<file path="src/rtl/jt51_pkg.sv">
// Shared jt51 definitions: noise-path widths, default LFSR seed and the
// LFSR-bit/envelope to signed noise sample mapping.
package jt51_pkg;

  localparam int unsigned NFRQ_W     = 5;
  localparam int unsigned EG_W       = 10;
  localparam int unsigned OUT_W      = 11;
  localparam int unsigned LFSR_W     = 17;
  localparam int unsigned NOISE_INIT = 14220;

  typedef logic [OUT_W-1:0] noise_t;

  // Loudness is the inverted attenuation; a 0 bit gives the ones' complement
  // of the positive sample, so the two levels are +amp and -amp-1.
  function automatic noise_t noise_map(input logic       nbit,
                                       input logic       ne,
                                       input logic [EG_W-1:0] eg);
    logic [EG_W-1:0] amp;
    noise_t          pos;
    amp = ~eg;
    pos = {1'b0, amp};
    if (!ne)
      return '0;
    return nbit ? pos : ~pos;
  endfunction

endpackage

</file>
<file path="src/rtl/jt51_noise_lfsr.sv">
// 17-bit noise LFSR: shifts left once per base pulse, feedback ~(b16^b13),
// output is the MSB.
module jt51_noise_lfsr
  import jt51_pkg::*;
#(
  parameter int unsigned init = NOISE_INIT
) (
  input  logic rst,
  input  logic clk,
  input  logic base,
  output logic out
);

  localparam logic [LFSR_W-1:0] SEED = init[LFSR_W-1:0];

  logic [LFSR_W-1:0] bb;

  always_ff @(posedge clk) begin
    if (rst)
      bb <= SEED;
    else if (base)
      bb <= {bb[LFSR_W-2:0], ~(bb[16] ^ bb[13])};
  end

  assign out = bb[LFSR_W-1];

endmodule

</file>
<file path="src/rtl/jt51_noise_gen.sv">
// Noise generator: period counter on the sample strobe, LFSR advance, and a
// registered signed noise sample captured on the op31 slot.
module jt51_noise_gen
  import jt51_pkg::*;
#(
  parameter int unsigned INIT = NOISE_INIT
) (
  input  logic              clk,
  input  logic              rst_n,
  input  logic              cen,
  input  logic              zero,
  input  logic              op31,
  input  logic [NFRQ_W-1:0] nfrq,
  input  logic              ne,
  input  logic [EG_W-1:0]   eg,
  output logic [OUT_W-1:0]  out_noise,
  output logic              out_valid,
  output logic              lfsr_bit
);

  logic [NFRQ_W-1:0] cnt;
  logic              base;
  logic              base_cen;
  logic              rst;

  assign rst = ~rst_n;
  // base is held across cen=0 cycles; gating it here makes the LFSR step
  // exactly once, on the first enabled cycle after the pulse is raised.
  assign base_cen = base & cen;

  jt51_noise_lfsr #(
    .init(INIT)
  ) u_lfsr (
    .rst (rst),
    .clk (clk),
    .base(base_cen),
    .out (lfsr_bit)
  );

  // >= rather than == so lowering the threshold below cnt fires at once.
  always_ff @(posedge clk) begin
    if (!rst_n) begin
      cnt  <= '0;
      base <= 1'b0;
    end else if (cen) begin
      base <= 1'b0;
      if (zero) begin
        if (cnt >= ~nfrq) begin
          cnt  <= '0;
          base <= 1'b1;
        end else begin
          cnt <= cnt + 1'b1;
        end
      end
    end
  end

  always_ff @(posedge clk) begin
    if (!rst_n) begin
      out_noise <= '0;
      out_valid <= 1'b0;
    end else begin
      out_valid <= cen & op31;
      if (cen && op31)
        out_noise <= noise_map(lfsr_bit, ne, eg);
    end
  end

endmodule

</file>
<file path="config.mk">
export PLATFORM = sky130hd
export DESIGN_NAME = jt51_noise_gen
export DESIGN_NICKNAME = d
export VERILOG_FILES = /design/src/rtl/jt51_pkg.sv /design/src/rtl/jt51_noise_lfsr.sv /design/src/rtl/jt51_noise_gen.sv
export SDC_FILE = /design/constraint.sdc
export NUM_CORES = 1
export LEC_CHECK = 0
export CORE_UTILIZATION = 30
export DETAILED_ROUTE_END_ITERATION = 16
export GPL_ROUTABILITY_DRIVEN = 0
export SETUP_SLACK_MARGIN = 0.3
export SLEW_MARGIN = 40
export SYNTH_ARGS = -nofsm -noshare
export SYNTH_HDL_FRONTEND = slang
export SYNTH_SLANG_ARGS = --single-unit
</file>
<file path="constraint.sdc">
create_clock -name clk -period 3.65 [get_ports clk]
set_clock_uncertainty 0.05 [all_clocks]
set_input_delay 1.095 -clock clk [delete_from_list [all_inputs] [get_ports clk]]
set_output_delay 1.095 -clock clk [all_outputs]
set_load 0.02 [all_outputs]
</file>
After elaboration in Yosys (flattened, before gate mapping)
Cells that the tools add are included.
- register bits after elaboration: 35
- output and inout bits: 13
- word-level logic and storage cells: 25
- bits of input ports: 21
- reductions and logical operators: 2
- $lt $le $gt $ge: 1
- bitwise operators: 7
- $add $sub $neg: 1
- muxes and demuxes: 9
- operators by type and width (kind ; number):
    two-way mux 11 bit ; 3
    inverter 10 -> 11 bit ; 1
    inverter 10 bit ; 1
    adder 5 x 1 -> 5 bit (second input constant) ; 1
    >= comparator 5 bit ; 1
    two-way mux 1 bit ; 5
    two-way mux 5 bit ; 1
    inverter 5 bit ; 1
    AND 1 bit ; 2
    AND reduction 2 bit ; 1
    logical AND 1 bit ; 1
    inverter 1 bit ; 1
    XOR 1 bit ; 1

Logic depth before layout (Yosys ltp)
- depth after elaboration: 4
- gate-level depth with buffers: 6
- gate-level depth less buffers: 6

Hierarchy
From an unflattened synthesis, not the netlist that was laid out.
- cells, all modules: 159
- area total of the unflattened synthesis: 1585.3 um2
- modules (own cells, without submodules) (module ; cells an instance ; area each (um2) ; seq. area each (um2) ; instances):
    jt51_noise_gen ; 102 ; 920.9 ; 360.3 ; 1
    jt51_noise_lfsr ; 57 ; 664.4 ; 340.3 ; 1

Least setup slack after synthesis
OpenSTA, ideal clock, no wires.
- kind: input to register
- start: input nfrq[2]
- end: register base
- setup time: 0.116 ns
- data required time: 3.484 ns
- cell stages on the path: 5
- slack: 1.361 ns
- data arrival time: 2.122 ns
- path through: ha_1 a21o_1 a31oi_4 o21ai_1 a41o_1
- word-level cells in the longest chain between the ends: 4
- RTL lines (what ; line ; text):
    start, declared ; jt51_noise_gen.sv:13 ; input logic [NFRQ_W-1:0] nfrq,
    inverter 5 bit ; jt51_noise_gen.sv:48 ; if (cnt >= ~nfrq) begin
    >= comparator 5 bit ; jt51_noise_gen.sv:48 ;
    two-way mux 1 bit ; jt51_noise_gen.sv:48 ;
    two-way mux 1 bit ; jt51_noise_gen.sv:47 ; if (zero) begin
    end signal, assigned ; jt51_noise_gen.sv:44 ; base <= 1'b0;
    end signal, assigned ; jt51_noise_gen.sv:46 ; base <= 1'b0;
    end signal, assigned ; jt51_noise_gen.sv:50 ; base <= 1'b1;
    end, declared ; jt51_noise_gen.sv:22 ; logic base;
No other way between the ends.
A chain may end at the register's enable or synchronous reset.

Final worst setup path
- start: input nfrq[0]
- end: register base
Same word-level chain as after synthesis.

==> qor.yml <==
clock_tree:
  cts.sinks: 35
  hold_buffers: 0
  cts_tree: "yes"
  clkLatencyLatePin_ps: 270
  cts_max_path_buffers: 2
  cts-buffers-inserted: 5
  cts.root.buffer_cell: "sky130_fd_sc_hd__clkbuf_8"
  cts.reportedPaths.clkPinSlew_ps: 70
  postCtsSetupRepairBufs: 0
  cts.htree.levels: 2
  post_cts_resized: 0
finish:
  drive_gt1_share_pct: 5.74
  antenna-diode-count: 0
  syn2layout_area_growth_pct: 29.0
  finalNetCount: 236
  stdcell_area_um2: 2030
timing:
  post-route-period-util_pct: 69.4
  timing.fmax_mhz: 395
  whs_ps: 402
  setup_repair_after_global_routing_missed_its_margin: "no"
  final.setup.worst_slack_ps: 1120
  timing_max_transition_violations_final: 0
  timing_worst_slew_pin_value_ps: 578
  slew_headroom_pct: 61.5
  finalSetupViolations: 0
  report.final.hold_viol_count: 0
  fin_tns_setup_ps: 0
  period_minus_slack_ps: 2530
synth:
  ys_warn_count: 0
  synth.distinct_cells: 32
  synth_enable_flop_cells: 0
  post_synth_most_frequent_cells: "sky130_fd_sc_hd__nand2_1 (41), sky130_fd_sc_hd__dfxtp_1 (35), sky130_fd_sc_hd__nor2b_1 (12)"
  ys_top_cells_by_area: "sky130_fd_sc_hd__dfxtp_1 (45%), sky130_fd_sc_hd__nand2_1 (9.8%), sky130_fd_sc_hd__xor2_1 (5.6%)"
  synth_seq_area_share_pct: 44.5
  syn-num-nets: 204
  synthMostInstantiatedCell: "sky130_fd_sc_hd__nand2_1"
  synth_area_um2: 1570
  ys_ff_latch: 35
  post_synth_inst_count: 177
  postSynth.asyncResetShare_pct: 0
  ys.flop_type: "sky130_fd_sc_hd__dfxtp_1"
  cell_taking_the_most_area_after_synthesis: "sky130_fd_sc_hd__dfxtp_1"
  proportion_of_netlist_area_held_by_the_largest_area_contributor_pct: 44.5
  synth.avg_cell_area_um2: 8.89
place:
  place_ws_ps: 820
  hpwl_um: 2040
  place_area_um2: 1940
  placement.io_buffers: 33
floorplan:
  floorplan.initialDensity_pct: 32.3
  rows: 25
  pin_count: 34
  floorplan.die.height_um: 74.4
  floorplan_die_width_um: 74.4
  floorplan.die_area_um2: 5540
  coreArea_um2: 4880
setup_path:
  nature_of_the_critical_path_endpoint: "flip-flop"
  regToRegSetupSlack_ps: 1960
  critPathLaunchType: "input pin"
  timing.setup.critical_path_class: "input pin to flip-flop"
  critPathArrivalTime_ps: 2660
  required_ps: 3770
  critical_path.max_fanout: 8
min_path:
  hp-class: "flip-flop to flip-flop"
detailed_routing:
  drc: 0
  initialDrtViolationCount: 106
  drt-pass1-iter-count: 4
  ant_nets: 0
  avgRoutedWirePerCell_um: 11.1
  via_count: 1269
  drt_wl_total_um: 3050
  vias_per_cell: 4.60
status:
  outcome: "finished, final reports clean"
grt:
  grt_start_max_net_pins: 22
  globalRoute.totalOverflow: 0
  grt_first_pass_wirelength_um: 5020
  first_global_vias: 1099
  grt_antenna_before_repair: 0
  grt.total_usage_pct: 12.0
power:
  max-vdd-ir-drop_uv: 238
  power.density_nw_per_um2: 367
  leakagePower_uw: 0.000795
run:
  maxCapViolations: 0
per-layer routing:
layer	vias up	track usage [%]	wire length, um
li1	668	-	-
met4	0	3.77	19
met1	569	16.3	1580
met2	30	16.9	1270
met3	2	5.28	183
met5	-	0	0
cell usage in the layout (no fill, tap or decap):
master,count
sky130_fd_sc_hd__nor3_1,2
sky130_fd_sc_hd__nand2_2,2
sky130_fd_sc_hd__o21ai_1,1
sky130_fd_sc_hd__inv_1,2
sky130_fd_sc_hd__and3_1,2
sky130_fd_sc_hd__nand2b_1,1
sky130_fd_sc_hd__nor2b_1,12
sky130_fd_sc_hd__a31oi_1,2
sky130_fd_sc_hd__o211ai_1,2
sky130_fd_sc_hd__clkinv_2,1
sky130_fd_sc_hd__o22ai_1,1
sky130_fd_sc_hd__a41o_1,1
sky130_fd_sc_hd__clkbuf_8,6
sky130_fd_sc_hd__nand2_1,41
sky130_fd_sc_hd__buf_4,2
sky130_fd_sc_hd__o2111ai_1,1
sky130_fd_sc_hd__clkdlybuf4s50_1,33
sky130_fd_sc_hd__nand3_1,10
sky130_fd_sc_hd__ha_1,6
sky130_fd_sc_hd__a21oi_1,4
sky130_fd_sc_hd__nor3b_1,3
sky130_fd_sc_hd__o21ai_0,4
sky130_fd_sc_hd__a22oi_1,10
sky130_fd_sc_hd__and3b_1,1
sky130_fd_sc_hd__a31oi_4,1
sky130_fd_sc_hd__and2_1,1
sky130_fd_sc_hd__dfxtp_1,35
sky130_fd_sc_hd__a21boi_1,2
sky130_fd_sc_hd__xor2_1,10
sky130_fd_sc_hd__xnor2_1,1
sky130_fd_sc_hd__a21boi_0,8
sky130_fd_sc_hd__a21o_1,1
cells by family (layout without fill, tap and decap cells):
group                    after synthesis  in the layout  share of synthesized area, %
AND/OR/NAND/NOR                       75             75                          22.7
AO/OA/AOI/OAI                         38             38                          17.6
flip-flops                            35             35                          44.5
buffers and inverters                 12             44                          4.29
XOR/XNOR                              11             11                          6.12
adder cells (fa/ha/maj)                6              6                          4.77
worst paths after layout:
check,from,to,depth (start not counted)
worst max register to register,cnt[0],base,6
worst min-delay path,u_lfsr.bb[14],u_lfsr.bb[14],2
worst min register to register,u_lfsr.bb[14],u_lfsr.bb[14],2
worst max-delay path,nfrq[0],base,7
power breakdown:
group          switching (uW)  leakage [uW]  total (uW)  internal, uW
registers                3.85      0.000283         392           388
logic                    35.9      0.000465        77.9          42.1
clock network             127     0.0000470         275           148
per-stage QoR:
step,util [%],total power (uW),cells
2_1_floorplan,-,441,177
3_3_place_gp,39.8,479,269
3_5_place_dp,39.8,479,269
4_1_cts,41.6,756,276
5_1_grt,41.6,781,276
6_report,41.6,745,276
final cells by class:
type	instances	area (um2)
Sequential cell	35	701
Fill cell	511	2850
Inverter	2	7.51
Tap cell	67	83.8
Timing Repair Buffer	35	345
Clock buffer	6	82.6
Multi-Input combinational cell	130	806
Clock inverter	1	5.00
flip-flops by register name, summed over array words and instances, names as in the netlist:
name	cells
base	1
out_valid	1
u_lfsr.bb	17
out_noise	11
cnt	5
critical path, cell delays in order:
cell and delay, ps:
sky130_fd_sc_hd__clkdlybuf4s50_1 450, sky130_fd_sc_hd__inv_1 40, sky130_fd_sc_hd__ha_1 270, sky130_fd_sc_hd__nand2b_1 170, sky130_fd_sc_hd__a31oi_4 280, sky130_fd_sc_hd__o21ai_1 110, sky130_fd_sc_hd__a41o_1 240
Power figures use the tool's default switching activity.
